===== src/rtl/psum_sched_pkg.sv =====
// Shared encodings and helpers for the partial-sum buffer scheduler.
// Imported by the top and its drain output register.
package psum_sched_pkg;

    typedef enum logic [2:0] {
        IDLE    = 3'd0,
        ACC_RD  = 3'd1,
        ACC_WR  = 3'd2,
        DRN_RD  = 3'd3,
        DRN_CAP = 3'd4
    } state_e;

    typedef enum logic {
        GNT_ACC   = 1'b0,
        GNT_DRAIN = 1'b1
    } grant_e;

    // Signed add overflows when both operands agree in sign and the sum does not.
    function automatic logic add_ovf(
        input logic a_msb,
        input logic b_msb,
        input logic s_msb
    );
        return (a_msb == b_msb) && (s_msb != a_msb);
    endfunction

endpackage


===== src/rtl/psum_buffer_scheduler_if.sv =====
// Accumulate, drain-stream and scratchpad signals of the psum scheduler.
// slave is the scheduler side, master the surrounding system side.
interface psum_buffer_scheduler_if #(
    parameter int DATA_W = 16,
    parameter int ADDR_W = 4
);
    logic              acc_req;
    logic              acc_first;
    logic [ADDR_W-1:0] acc_addr;
    logic [DATA_W-1:0] acc_data;
    logic              acc_ack;
    logic              acc_ovf;
    logic              drain_start;
    logic [ADDR_W:0]   drain_len;
    logic              drain_busy;
    logic              drain_valid;
    logic              drain_ready;
    logic [DATA_W-1:0] drain_data;
    logic              drain_last;
    logic              drain_done;
    logic              mem_en;
    logic              mem_we;
    logic [ADDR_W-1:0] mem_addr;
    logic [DATA_W-1:0] mem_wdata;
    logic [DATA_W-1:0] mem_rdata;

    modport slave (
        input  acc_req, acc_first, acc_addr, acc_data,
        output acc_ack, acc_ovf,
        input  drain_start, drain_len, drain_ready,
        output drain_busy, drain_valid, drain_data,
        output drain_last, drain_done,
        output mem_en, mem_we, mem_addr, mem_wdata,
        input  mem_rdata
    );

    modport master (
        output acc_req, acc_first, acc_addr, acc_data,
        input  acc_ack, acc_ovf,
        output drain_start, drain_len, drain_ready,
        input  drain_busy, drain_valid, drain_data,
        input  drain_last, drain_done,
        input  mem_en, mem_we, mem_addr, mem_wdata,
        output mem_rdata
    );
endinterface


===== src/rtl/psum_drain_out.sv =====
// Drain output holding register: valid/ready/last plus the done pulse.
// Data stays stable while valid waits for ready.
module psum_drain_out
    import psum_sched_pkg::*;
#(
    parameter int DATA_W = 16
) (
    input  logic              clk,
    input  logic              reset,
    input  logic              cap,
    input  logic [DATA_W-1:0] cap_data,
    input  logic              cap_last,
    input  logic              ready,
    output logic              valid,
    output logic [DATA_W-1:0] data,
    output logic              last,
    output logic              done,
    output logic              fire_last
);
    logic              valid_q, valid_d;
    logic              last_q, last_d;
    logic              done_q, done_d;
    logic [DATA_W-1:0] data_q, data_d;
    logic              fire;

    always_comb begin
        fire      = valid_q & ready;
        fire_last = fire & last_q;
        valid_d   = valid_q;
        last_d    = last_q;
        data_d    = data_q;
        done_d    = fire_last;
        if (cap) begin
            valid_d = 1'b1;
            last_d  = cap_last;
            data_d  = cap_data;
        end else if (fire) begin
            valid_d = 1'b0;
            last_d  = 1'b0;
        end
    end

    always_ff @(posedge clk) begin
        if (!reset) begin
            valid_q <= 1'b0;
            last_q  <= 1'b0;
            done_q  <= 1'b0;
            data_q  <= '0;
        end else begin
            valid_q <= valid_d;
            last_q  <= last_d;
            done_q  <= done_d;
            data_q  <= data_d;
        end
    end

    assign valid = valid_q;
    assign last  = last_q;
    assign done  = done_q;
    assign data  = data_q;
endmodule


===== src/rtl/psum_buffer_scheduler.sv =====
// Single-port psum scratchpad shared by accumulate RMW and sequential drain.
// Round-robin grant, one memory transaction at a time.
module psum_buffer_scheduler
    import psum_sched_pkg::*;
#(
    parameter int DATA_W         = 16,
    parameter int ADDR_W         = 4,
    parameter bit CLEAR_ON_DRAIN = 1'b1
) (
    input  logic                  clk,
    input  logic                  reset,
    psum_buffer_scheduler_if.slave bus
);
    localparam logic [ADDR_W-1:0] PTR_ONE = 1;
    localparam logic [ADDR_W:0]   REM_ONE = 1;

    state_e            state_q, state_d;
    grant_e            last_grant_q, last_grant_d;
    logic [ADDR_W-1:0] ptr_q, ptr_d;
    logic [ADDR_W-1:0] a_addr_q, a_addr_d;
    logic [ADDR_W:0]   rem_q, rem_d;
    logic [DATA_W-1:0] a_data_q, a_data_d;
    logic              a_first_q, a_first_d;
    logic              busy_q, busy_d;
    logic              ovf_q, ovf_d;
    logic              zdone_q, zdone_d;
    logic [DATA_W-1:0] acc_sum;
    logic              acc_elig, drn_elig;
    logic              cap, out_valid, out_done, fire_last;
    logic              mem_en, mem_we, acc_ack;
    logic [ADDR_W-1:0] mem_addr;
    logic [DATA_W-1:0] mem_wdata;

    assign acc_sum  = bus.mem_rdata + a_data_q;
    assign acc_elig = bus.acc_req;
    assign drn_elig = busy_q & (rem_q != '0) & ~out_valid;

    always_comb begin
        state_d      = state_q;
        last_grant_d = last_grant_q;
        ptr_d        = ptr_q;
        rem_d        = rem_q;
        a_addr_d     = a_addr_q;
        a_data_d     = a_data_q;
        a_first_d    = a_first_q;
        busy_d       = busy_q;
        ovf_d        = ovf_q;
        zdone_d      = 1'b0;
        mem_en       = 1'b0;
        mem_we       = 1'b0;
        mem_addr     = '0;
        mem_wdata    = '0;
        acc_ack      = 1'b0;
        cap          = 1'b0;
        unique case (state_q)
            IDLE: begin
                if (acc_elig && (!drn_elig || last_grant_q == GNT_DRAIN)) begin
                    state_d      = bus.acc_first ? ACC_WR : ACC_RD;
                    last_grant_d = GNT_ACC;
                end else if (drn_elig) begin
                    state_d      = DRN_RD;
                    last_grant_d = GNT_DRAIN;
                end
                if (acc_elig || drn_elig) begin
                    a_addr_d  = bus.acc_addr;
                    a_data_d  = bus.acc_data;
                    a_first_d = bus.acc_first;
                end
            end
            ACC_RD: begin
                mem_en   = 1'b1;
                mem_addr = a_addr_q;
                state_d  = ACC_WR;
            end
            ACC_WR: begin
                mem_en    = 1'b1;
                mem_we    = 1'b1;
                mem_addr  = a_addr_q;
                mem_wdata = a_first_q ? a_data_q : acc_sum;
                acc_ack   = 1'b1;
                if (!a_first_q && add_ovf(bus.mem_rdata[DATA_W-1],
                        a_data_q[DATA_W-1], acc_sum[DATA_W-1]))
                    ovf_d = 1'b1;
                state_d   = IDLE;
            end
            DRN_RD: begin
                mem_en   = 1'b1;
                mem_addr = ptr_q;
                state_d  = DRN_CAP;
            end
            DRN_CAP: begin
                cap      = 1'b1;
                ptr_d    = ptr_q + PTR_ONE;
                rem_d    = rem_q - REM_ONE;
                mem_en   = CLEAR_ON_DRAIN;
                mem_we   = CLEAR_ON_DRAIN;
                mem_addr = ptr_q;
                state_d  = IDLE;
            end
            default: state_d = IDLE;
        endcase
        // A zero-length drain completes immediately without ever going busy.
        if (bus.drain_start && !busy_q) begin
            ptr_d   = '0;
            rem_d   = bus.drain_len;
            busy_d  = (bus.drain_len != '0);
            zdone_d = (bus.drain_len == '0);
        end
        if (fire_last)
            busy_d = 1'b0;
    end

    always_ff @(posedge clk) begin
        if (!reset) begin
            state_q      <= IDLE;
            last_grant_q <= GNT_DRAIN;
            ptr_q        <= '0;
            rem_q        <= '0;
            a_addr_q     <= '0;
            a_data_q     <= '0;
            a_first_q    <= 1'b0;
            busy_q       <= 1'b0;
            ovf_q        <= 1'b0;
            zdone_q      <= 1'b0;
        end else begin
            state_q      <= state_d;
            last_grant_q <= last_grant_d;
            ptr_q        <= ptr_d;
            rem_q        <= rem_d;
            a_addr_q     <= a_addr_d;
            a_data_q     <= a_data_d;
            a_first_q    <= a_first_d;
            busy_q       <= busy_d;
            ovf_q        <= ovf_d;
            zdone_q      <= zdone_d;
        end
    end

    psum_drain_out #(.DATA_W(DATA_W)) u_out (
        .clk       (clk),
        .reset     (reset),
        .cap       (cap),
        .cap_data  (bus.mem_rdata),
        .cap_last  (rem_q == REM_ONE),
        .ready     (bus.drain_ready),
        .valid     (out_valid),
        .data      (bus.drain_data),
        .last      (bus.drain_last),
        .done      (out_done),
        .fire_last (fire_last)
    );

    assign bus.drain_valid = out_valid;
    assign bus.drain_done  = out_done | zdone_q;
    assign bus.drain_busy  = busy_q;
    assign bus.acc_ack     = acc_ack;
    assign bus.acc_ovf     = ovf_q;
    assign bus.mem_en      = mem_en;
    assign bus.mem_we      = mem_we;
    assign bus.mem_addr    = mem_addr;
    assign bus.mem_wdata   = mem_wdata;
endmodule


===== src/flat_wrapper.sv =====
// flat-port wrapper written by rule: the top's interface ports become plain ports
module psum_buffer_scheduler_flat import psum_sched_pkg::*;
#(
    parameter int DATA_W         = 16,
    parameter int ADDR_W         = 4,
    parameter bit CLEAR_ON_DRAIN = 1'b1
)
  (clk, reset, bus_acc_req, bus_acc_first, bus_acc_addr, bus_acc_data, bus_acc_ack, bus_acc_ovf, bus_drain_start, bus_drain_len, bus_drain_ready, bus_drain_busy, bus_drain_valid, bus_drain_data, bus_drain_last, bus_drain_done, bus_mem_en, bus_mem_we, bus_mem_addr, bus_mem_wdata, bus_mem_rdata);
  psum_buffer_scheduler_if #(.DATA_W(DATA_W), .ADDR_W(ADDR_W)) bus_i ();
  input  logic clk;
  input  logic reset;
  input wire logic [$bits(bus_i.acc_req)-1:0] bus_acc_req;
  input wire logic [$bits(bus_i.acc_first)-1:0] bus_acc_first;
  input wire logic [$bits(bus_i.acc_addr)-1:0] bus_acc_addr;
  input wire logic [$bits(bus_i.acc_data)-1:0] bus_acc_data;
  output wire logic [$bits(bus_i.acc_ack)-1:0] bus_acc_ack;
  output wire logic [$bits(bus_i.acc_ovf)-1:0] bus_acc_ovf;
  input wire logic [$bits(bus_i.drain_start)-1:0] bus_drain_start;
  input wire logic [$bits(bus_i.drain_len)-1:0] bus_drain_len;
  input wire logic [$bits(bus_i.drain_ready)-1:0] bus_drain_ready;
  output wire logic [$bits(bus_i.drain_busy)-1:0] bus_drain_busy;
  output wire logic [$bits(bus_i.drain_valid)-1:0] bus_drain_valid;
  output wire logic [$bits(bus_i.drain_data)-1:0] bus_drain_data;
  output wire logic [$bits(bus_i.drain_last)-1:0] bus_drain_last;
  output wire logic [$bits(bus_i.drain_done)-1:0] bus_drain_done;
  output wire logic [$bits(bus_i.mem_en)-1:0] bus_mem_en;
  output wire logic [$bits(bus_i.mem_we)-1:0] bus_mem_we;
  output wire logic [$bits(bus_i.mem_addr)-1:0] bus_mem_addr;
  output wire logic [$bits(bus_i.mem_wdata)-1:0] bus_mem_wdata;
  input wire logic [$bits(bus_i.mem_rdata)-1:0] bus_mem_rdata;
  assign bus_i.acc_req = bus_acc_req;
  assign bus_i.acc_first = bus_acc_first;
  assign bus_i.acc_addr = bus_acc_addr;
  assign bus_i.acc_data = bus_acc_data;
  assign bus_acc_ack = bus_i.acc_ack;
  assign bus_acc_ovf = bus_i.acc_ovf;
  assign bus_i.drain_start = bus_drain_start;
  assign bus_i.drain_len = bus_drain_len;
  assign bus_i.drain_ready = bus_drain_ready;
  assign bus_drain_busy = bus_i.drain_busy;
  assign bus_drain_valid = bus_i.drain_valid;
  assign bus_drain_data = bus_i.drain_data;
  assign bus_drain_last = bus_i.drain_last;
  assign bus_drain_done = bus_i.drain_done;
  assign bus_mem_en = bus_i.mem_en;
  assign bus_mem_we = bus_i.mem_we;
  assign bus_mem_addr = bus_i.mem_addr;
  assign bus_mem_wdata = bus_i.mem_wdata;
  assign bus_i.mem_rdata = bus_mem_rdata;
  psum_buffer_scheduler #(.DATA_W(DATA_W), .ADDR_W(ADDR_W), .CLEAR_ON_DRAIN(CLEAR_ON_DRAIN)) u_core (.clk(clk), .reset(reset), .bus(bus_i));
endmodule

===== config.mk =====
export PLATFORM = sky130hd
export DESIGN_NAME = psum_buffer_scheduler_flat
export DESIGN_NICKNAME = d
export VERILOG_FILES = /design/src/rtl/psum_sched_pkg.sv /design/src/rtl/psum_buffer_scheduler_if.sv /design/src/rtl/psum_drain_out.sv /design/src/rtl/psum_buffer_scheduler.sv /design/src/flat_wrapper.sv
export SDC_FILE = /design/constraint.sdc
export NUM_CORES = 1
export LEC_CHECK = 0
export ABC_CLOCK_PERIOD_IN_PS = 2350
export CAP_MARGIN = 0
export CORE_ASPECT_RATIO = 1.75
export CORE_MARGIN = 2
export CORE_UTILIZATION = 43
export CTS_CLUSTER_DIAMETER = 80
export DETAILED_ROUTE_END_ITERATION = 8
export PLACE_DENSITY_LB_ADDON = 0.25
export SLEW_MARGIN = 25
export SYNTH_ARGS = -nofsm -noshare
export SYNTH_HDL_FRONTEND = slang
export SYNTH_SLANG_ARGS = --single-unit

===== constraint.sdc =====
create_clock -name clk -period 2.35 [get_ports clk]
set_input_delay 0.235 -clock clk [delete_from_list [all_inputs] [get_ports clk]]
set_output_delay 0.235 -clock clk [all_outputs]
set_load 0.005 [all_outputs]

# Word level (Yosys, flattened, before mapping)
# Index checks and enable logic that the tools add are counted.
# classes
add_sub_neg	3
eq_ne	8
mux	18
bitwise	7
reduce_logical	26
# op_table
cell	count
2-to-1 mux 16 bit	2
adder 16 bit	1
2-to-1 mux 5 bit	2
nonzero test 5 bit	2
OR reduction 2 bit	5
2-to-1 mux 1 bit	9
case mux 3 bit (3 select lines)	1
case mux 4 bit (2 select lines)	1
AND reduction 2 bit	4
equality test 3 x 2 -> 1 bit, second input constant	2
2-to-1 mux 3 bit	2
nonzero test 2 bit	3
equality test 5 x 1 -> 1 bit, second input constant	1
zero test 5 bit	1
subtractor 5 x 1 -> 5 bit, second input constant	1
adder 4 x 1 -> 4 bit, second input constant	1
AND 1 bit	4
logical AND 1 bit	4
OR reduction 4 bit	1
equality test 3 x 1 -> 1 bit, second input constant	1
equality test 3 bit, second input constant	1
zero test 1 bit	3
zero test 3 bit	1
inequality test 3 x 1 -> 1 bit, second input constant	1
6 further kinds	8
# totals
ff_bits	56
in_bits	47

# Longest topological paths before layout
# Gate-level depths: netlist of the first run.
# logic_depth
depth_word	8
mapped_depth	9
depth_no_buf	9

# Hierarchy
# From an unflattened synthesis of the first run, not the netlist that was laid out.
# unflattened
hier_cells	420
hier_area_um2	3305.7
# modules_own_cells
module	n_inst	cells_each	area_each_um2	seq_area_each_um2
psum_buffer_scheduler	1	358	2581.2	740.7
psum_drain_out	1	62	724.4	380.4

# Worst setup path after synthesis of the first run
# OpenSTA, ideal clock, no wires.
# synth_timing
kind	reg-to-output
start	register u_core.a_data_q[0]
end	output bus_mem_wdata[6]
t_arrival_ps	2105
required_time_ps	2115
setup_slack_ps	10
path_stages_with_launch	10
cell_sequence	dfxtp_1 ha_1 inv_1 fa_1 nand2b_1 a21oi_1 o21a_1 nor3_1 or3b_2 a21oi_1
# synth_between
elab_chain_cells	3
# synth_lines
item	line	text
from (decl)	psum_buffer_scheduler.sv:22	logic [DATA_W-1:0] a_data_q, a_data_d;
from (signal assigned)	psum_buffer_scheduler.sv:131	a_data_q <= a_data_d;
adder 16 bit	psum_buffer_scheduler.sv:34	assign acc_sum = bus.mem_rdata + a_data_q;
2-to-1 mux 16 bit	psum_buffer_scheduler.sv:79	mem_wdata = a_first_q ? a_data_q : acc_sum;
2-to-1 mux 16 bit	psum_buffer_scheduler.sv:55	unique case (state_q)
to (decl)	flat_wrapper.sv:29	output wire logic [$bits(bus_i.mem_wdata)-1:0] bus_mem_wdata;
# No other way between the ends.

# Final worst setup path of the first run
# layout_timing
start	register u_core.a_data_q[0]
end	output bus_mem_wdata[14]
# The elaborated chain is that of the path after synthesis.

==> summary.txt, run 1 <==
met3 wire length = 456 µm
metal2 WL = 5770 µm
die area = 0.00812 mm²
required time of the critical path = 2120 ps
CP Data Arrival Time = 2360 ps
M1 wire length = 3910 µm
post-synthesis sequential area ratio = 35.3%
Syn Area/Cell = 7.50 µm²
clk slew on worst S/H paths = 70 ps
Netlist cell types = 51
fin crit share = 111%
core region area = 0.00718 mm²
Final Setup Violations = 9
number of synthesized flops with an enable pin = 0
initial core utilization = 44.3%
Placed Instances = 639
Worst slew margin = 69.8%
antenna cells = 0
Synth area leader = dfxtp_1
Die X = 69 µm
clk_lat worst skew = 300 ps
Max Fclk = 385 MHz
DP Worst Slack = -907 ps
H-tree Lvls = 2
fraction of layout cells with a size suffix above 1 = 26.4%
WL/cell = 16.3 µm
Cell Area, Synth = 0.00318 mm²
TritonCTS buffer count = 5
clk_skew = 3.49 ps
nets = 641
Detailed Place HPWL = 7400 µm
GRT Util Overall = 24.7%
global-route wire length before repair = 16,300 µm
critical path peak fanout = 3
# DRC = 0
initial antenna violation count = 0
final wirelength = 10,700 µm
synthesis warning total = 0
Switching Fraction = 30.9%
net switching power = 846 µW
top_reg_cell synth = dfxtp_1
flops & latches, synth = 56
maximum vdd drop = 0.394 mV
Gate Count Post-Synth = 424
root buf cell = clkbuf_16
clock sink total = 56
setup TNS = -1500 ps
FILL cells = 574
vias per cell = 5.52
Bufs on Longest Clock Path = 2
commonest non-fill, non-tap cells in the layout = nand2_1 (103), clkdlybuf4s50_1 (66), buf_4 (65)
Final Max Tran Viols = 0
vias in the first global route = 3,648
DRT Pass-1 Iters = 4
Die Span Y = 118 µm
most common cell after layout, fill and taps aside = nand2_1
fin util = 71.0%
DR iter-0 viols = 161
RD Place Congestion = 0.906
I/O pin count = 91
final worst path period need = 2600 ps
port bufs = 90
leading post-synthesis cells by cell area = dfxtp_1 (35%), nand2_1 (12%), a21oi_1 (10%)
Finished Layout Cells = 661
largest net degree at the start of global routing = 22
Hold Crit Class = input port to flop
pwr dens = 537 mW/mm²
GRT overflow = 0
Hold-fix buffers, CTS = 0
status = finished with violations
Hold Vio Cnt, Final = 0
fraction of registers with async set/reset = 0%
max layer used = met4
Syn Nets = 491
kind of critical path = flop to primary output
setup repair after global routing missed its margin = true
Worst-Margin Slew = 449 ps
Tot Pwr = 2.74 mW
max_cap viols = 0
final worst slack = -247 ps
Lkg Pwr = 2.07 nW
Site Rows = 41
antenna viol nets, final = 0
CP Launch Type = flop
Worst setup EP type = primary output
CTS tree = built
clock power share = 27.9%
Syn-to-layout area delta = 60.4%
area share of the largest cell type after synthesis = 35.3%
failing checks = negative setup slack
Pint = 1.89 mW
combinational share of power = 34.0%
vias = 3,647
power share of the sequential group = 38.2%
==> per-stage QoR <==
stage,area (µm²),hold slack (ps)
2_1_floorplan,3180,311
3_3_place_gp,4550,444
3_5_place_dp,4550,446
4_1_cts,4940,365
5_1_grt,5100,381
6_report,5100,372
==> cells by family (layout without fill, tap and decap cells) <==
| group | count (synthesis) | in the layout | share of synthesized area (%) |
|---|---|---|---|
| compound gates | 113 | 113 | 20.9 |
| xor+xnor | 16 | 16 | 4.41 |
| mux | 8 | 8 | 2.64 |
| fa+ha+maj | 20 | 20 | 8.11 |
| buf+inv | 33 | 184 | 4.25 |
| flops | 56 | 56 | 35.3 |
| simple gates | 178 | 178 | 24.5 |
==> cells in the mapped netlist (2+ instances only) <==
cell / instances
a21oi_1: 64
buf_2: 6
a211oi_1: 7
xnor2_1: 12
o21a_1: 4
dfxtp_1: 56
a21o_1: 4
inv_1: 9
ha_1: 19
o21ai_1: 2
nand3_1: 11
mux2_2: 3
nor2_1: 26
xor2_1: 4
o211a_1: 2
nor3_1: 10
a21boi_0: 2
a22oi_1: 3
o21ai_0: 14
nand2b_1: 8
clkbuf_1: 13
nand4_1: 4
and3_1: 2
clkinv_1: 2
nor4_1: 3
nand2_1: 105
mux2i_1: 5
==> per-layer routing <==
metal	vias up	global-route usage [%]
met1	1699	24.7
met3	45	4.20
met2	138	44.6
li1	1765	-
met5	-	0
met4	0	18.0
==> cell type report <==
type                            instances  area (µm²)  share of cell area, %
Multi-Input combinational cell        335        2240                   43.9
Timing Repair Buffer                  164        1430                   28.0
Clock inverter                          2        10.0                  0.196
Sequential cell                        56        1130                   22.2
Tap cell                               86         108                   2.11
Clock buffer                            6         139                   2.72
Inverter                               12        45.0                  0.883
==> flip-flops by register name (all words and copies together) (netlist names) <==
register / count
u_core.rem_q: 5
u_core.a_data_q: 16
u_core.zdone_q: 1
u_core.u_out.done: 1
u_core.last_grant_q: 1
u_core.state_q: 3
u_core.a_first_q: 1
u_core.a_addr_q: 4
u_core.u_out.valid: 1
u_core.u_out.data: 16
u_core.ptr_q: 4
u_core.bus.acc_ovf: 1
u_core.u_out.last: 1
u_core.bus.drain_busy: 1
==> worst paths after layout <==
path	startpoint	to	slack (ps)	cells after the start
worst max-delay path	u_core.a_data_q[0]$_SDFFE_PN0P_	bus_mem_wdata[14]	-250	11
worst min-delay path	bus_mem_rdata[8]	u_core.u_out.data[8]$_SDFFE_PN0P_	370	3
worst min register to register	u_core.u_out.data[1]$_SDFFE_PN0P_	u_core.u_out.data[1]$_SDFFE_PN0P_	450	2
worst max register to register	u_core.state_q[1]$_SDFFE_PN0P_	u_core.rem_q[4]$_SDFFE_PN0P_	520	7
==> critical path, stage by stage (launching register included) <==
cell	delay, ps
dfxtp_2	350
ha_4	140
inv_2	40
fa_2	330
nand2b_4	170
a21oi_4	150
buf_6	130
o211ai_1	130
a21oi_1	210
mux2i_1	200
nand2_1	80
buf_2	130
==> what timing repair did <==
item                       in CTS  in global routing
resized for setup             104                 28
buffers inserted                9                  6
pin swaps                      35                 21
setup endpoints to repair      15                 15
==> power groups by stage <==
stage | Combinational, mW | Sequential [mW] | Clock [mW]
5_1_grt | 1.00 | 1.05 | 0.811
6_report | 0.930 | 1.04 | 0.762
3_5_place_dp | 0.778 | 1.06 | 0
2_1_floorplan | 0.402 | 1.05 | 0
3_3_place_gp | 0.765 | 1.05 | 0
4_1_cts | 0.842 | 1.04 | 0.777
Note: power is estimated with default switching activity, not from simulation.
==> inputs of run 2 (changes only) <==
--- a/config.mk
+++ b/config.mk
@@ -6,13 +6,13 @@
 export NUM_CORES = 1
 export LEC_CHECK = 0
 export ABC_CLOCK_PERIOD_IN_PS = 2350
-export CAP_MARGIN = 0
 export CORE_ASPECT_RATIO = 1.75
 export CORE_MARGIN = 2
 export CORE_UTILIZATION = 43
 export CTS_CLUSTER_DIAMETER = 80
 export DETAILED_ROUTE_END_ITERATION = 8
 export PLACE_DENSITY_LB_ADDON = 0.25
+export SETUP_SLACK_MARGIN = 0.4
 export SLEW_MARGIN = 25
 export SYNTH_ARGS = -nofsm -noshare
 export SYNTH_HDL_FRONTEND = slang
==> run 2 against run 1 <==
The run still ends with negative setup slack left; critical endpoint is now bus_mem_wdata[7]; core utilization up 4.6 points; via count up 5.2%; critical path type unchanged; sequential share of layout area down 1.1 points; largest power group unchanged; clock power up 25%; count of clock-buffer cells in the layout down 1; total power up 11%.
==> summary.txt, run 2 (synthesis results as in run 1) <==
DRT Pass-1 Iters = 5
Final Setup Violations = 11
setup repair after global routing missed its margin = true
Die X = 69 µm
CTS tree = built
DP Worst Slack = -740 ps
hold_ws = 358 ps
Detailed Place HPWL = 7710 µm
kind of critical path = flop to primary output
fin crit share = 115%
CP Data Arrival Time = 2460 ps
# DRC = 0
port bufs = 90
Placed Instances = 640
most common cell after layout, fill and taps aside = nand2_1
vias = 3,835
RD Place Congestion = 0.867
Worst R2R Start = u_core.a_data_q[8]$_SDFFE_PN0P_
largest net degree at the start of global routing = 22
Hold Crit Start = bus_mem_rdata[14]
initial core utilization = 44.3%
global-route wire length before repair = 17,900 µm
crit path from = u_core.a_data_q[3]$_SDFFE_PN0P_
Switching Fraction = 30.0%
Die Span Y = 118 µm
FILL cells = 496
required time of the critical path = 2120 ps
clk_skew = 2.99 ps
Site Rows = 41
combinational share of power = 34.0%
Lkg Pwr = 2.28 nW
final worst path period need = 2690 ps
final wirelength = 12,200 µm
I/O pin count = 91
Hold Crit Class = input port to flop
Tot Pwr = 3.03 mW
Bufs on Longest Clock Path = 2
antenna cells = 0
core region area = 0.00718 mm²
clock power share = 31.3%
final worst slack = -343 ps
critical path peak fanout = 4
status = finished with violations
failing checks = negative setup slack
pwr dens = 558 mW/mm²
Final Max Tran Viols = 0
clk slew on worst S/H paths = 70 ps
antenna viol nets, final = 0
commonest non-fill, non-tap cells in the layout = nand2_1 (100), buf_4 (73), clkdlybuf4s50_1 (53)
clk_lat worst skew = 300 ps
DR iter-0 viols = 221
nets = 658
TritonCTS buffer count = 5
root buf cell = clkbuf_16
fraction of layout cells with a size suffix above 1 = 33.3%
Pint = 2.12 mW
GRT overflow = 0
Syn-to-layout area delta = 70.9%
Worst slew margin = 66.8%
power share of the sequential group = 34.7%
WL/cell = 18.0 µm
max_cap viols = 0
vias per cell = 5.66
clock sink total = 56
Worst setup EP type = primary output
Max Fclk = 371 MHz
GRT Util Overall = 27.1%
net switching power = 909 µW
CP Launch Type = flop
Finished Layout Cells = 677
Hold Vio Cnt, Final = 0
maximum vdd drop = 0.481 mV
initial antenna violation count = 0
H-tree Lvls = 2
die area = 0.00812 mm²
fin util = 75.6%
vias in the first global route = 3,843
Worst-Margin Slew = 498 ps
-- run 2: cell types whose count changed in the layout (fill, tap and decap cells not counted), sizes merged, moves of 3 or more --
cell	previous run	this run
buf	85	105
clkdlybuf4s50	66	53
dlygate4sd2	13	18
dlymetal6s2s	0	3
-- run 2: layout make-up --
type | count | area, µm² | share of cell area, %
Multi-Input combinational cell | 335 | 2380 | 43.8
Timing Repair Buffer | 181 | 1570 | 28.9
Tap cell | 86 | 108 | 1.98
Sequential cell | 56 | 1140 | 21.1
Clock buffer | 5 | 125 | 2.30
Clock inverter | 2 | 60.1 | 1.11
Inverter | 12 | 46.3 | 0.852
-- run 2: worst max-delay path, cell delays in order, from the launching register on --
cell     delay, ps
dfxtp_2        340
ha_4           300
nand4_1        150
a21oi_4        200
buf_6          130
buf_6           80
buf_6           90
buf_6           90
buf_6           90
nor2_4          40
xnor2_2        190
nand2_1        120
a21oi_2        190
buf_2          140
-- run 2: final timing paths --
check	cells past startpoint	to	slack, ps
max	13	bus_mem_wdata[7]	-340
min	3	u_core.u_out.data[14]$_SDFFE_PN0P_	360
max reg2reg	8	u_core.bus.acc_ovf$_SDFFE_PN0P_	460
min reg2reg	2	u_core.u_out.data[15]$_SDFFE_PN0P_	460
-- run 2: routing by layer --
metal / wire, µm / share of wire (%) / track usage, % / up-vias
met5: 0 / 0 / 0 / -
met4: 845 / 6.9 / 14.0 / 0
met3: 545 / 4.5 / 4.88 / 74
met2: 6690 / 55 / 51.6 / 155
met1: 4110 / 34 / 27.0 / 1805
li1: - / - / - / 1801
-- run 2: timing repair --
| item | in CTS | in global routing |
|---|---|---|
| resized for setup | 132 | 48 |
| cloned | 0 | 0 |
| hold buffers | 0 | 0 |
| buffers inserted | 19 | 11 |
| setup endpoints to repair | 35 | 33 |
| pin swaps | 36 | 20 |
-- run 2: power by group through the flow --
stage	sequential [mW]	clock, mW	combinational [mW]
2_1_floorplan	1.06	0	0.434
3_3_place_gp	1.06	0	0.808
3_5_place_dp	1.06	0	0.826
4_1_cts	1.05	0.954	0.905
5_1_grt	1.06	0.999	1.10
6_report	1.05	0.950	1.03
-- run 2: through the flow --
step	instance area [µm²]	setup TNS, ps
after floorplan	3310	0
after global placement	4680	-6790
after detailed placement	4680	-7140
after CTS	5180	-1470
after global routing	5430	-3130
final	5430	-2350
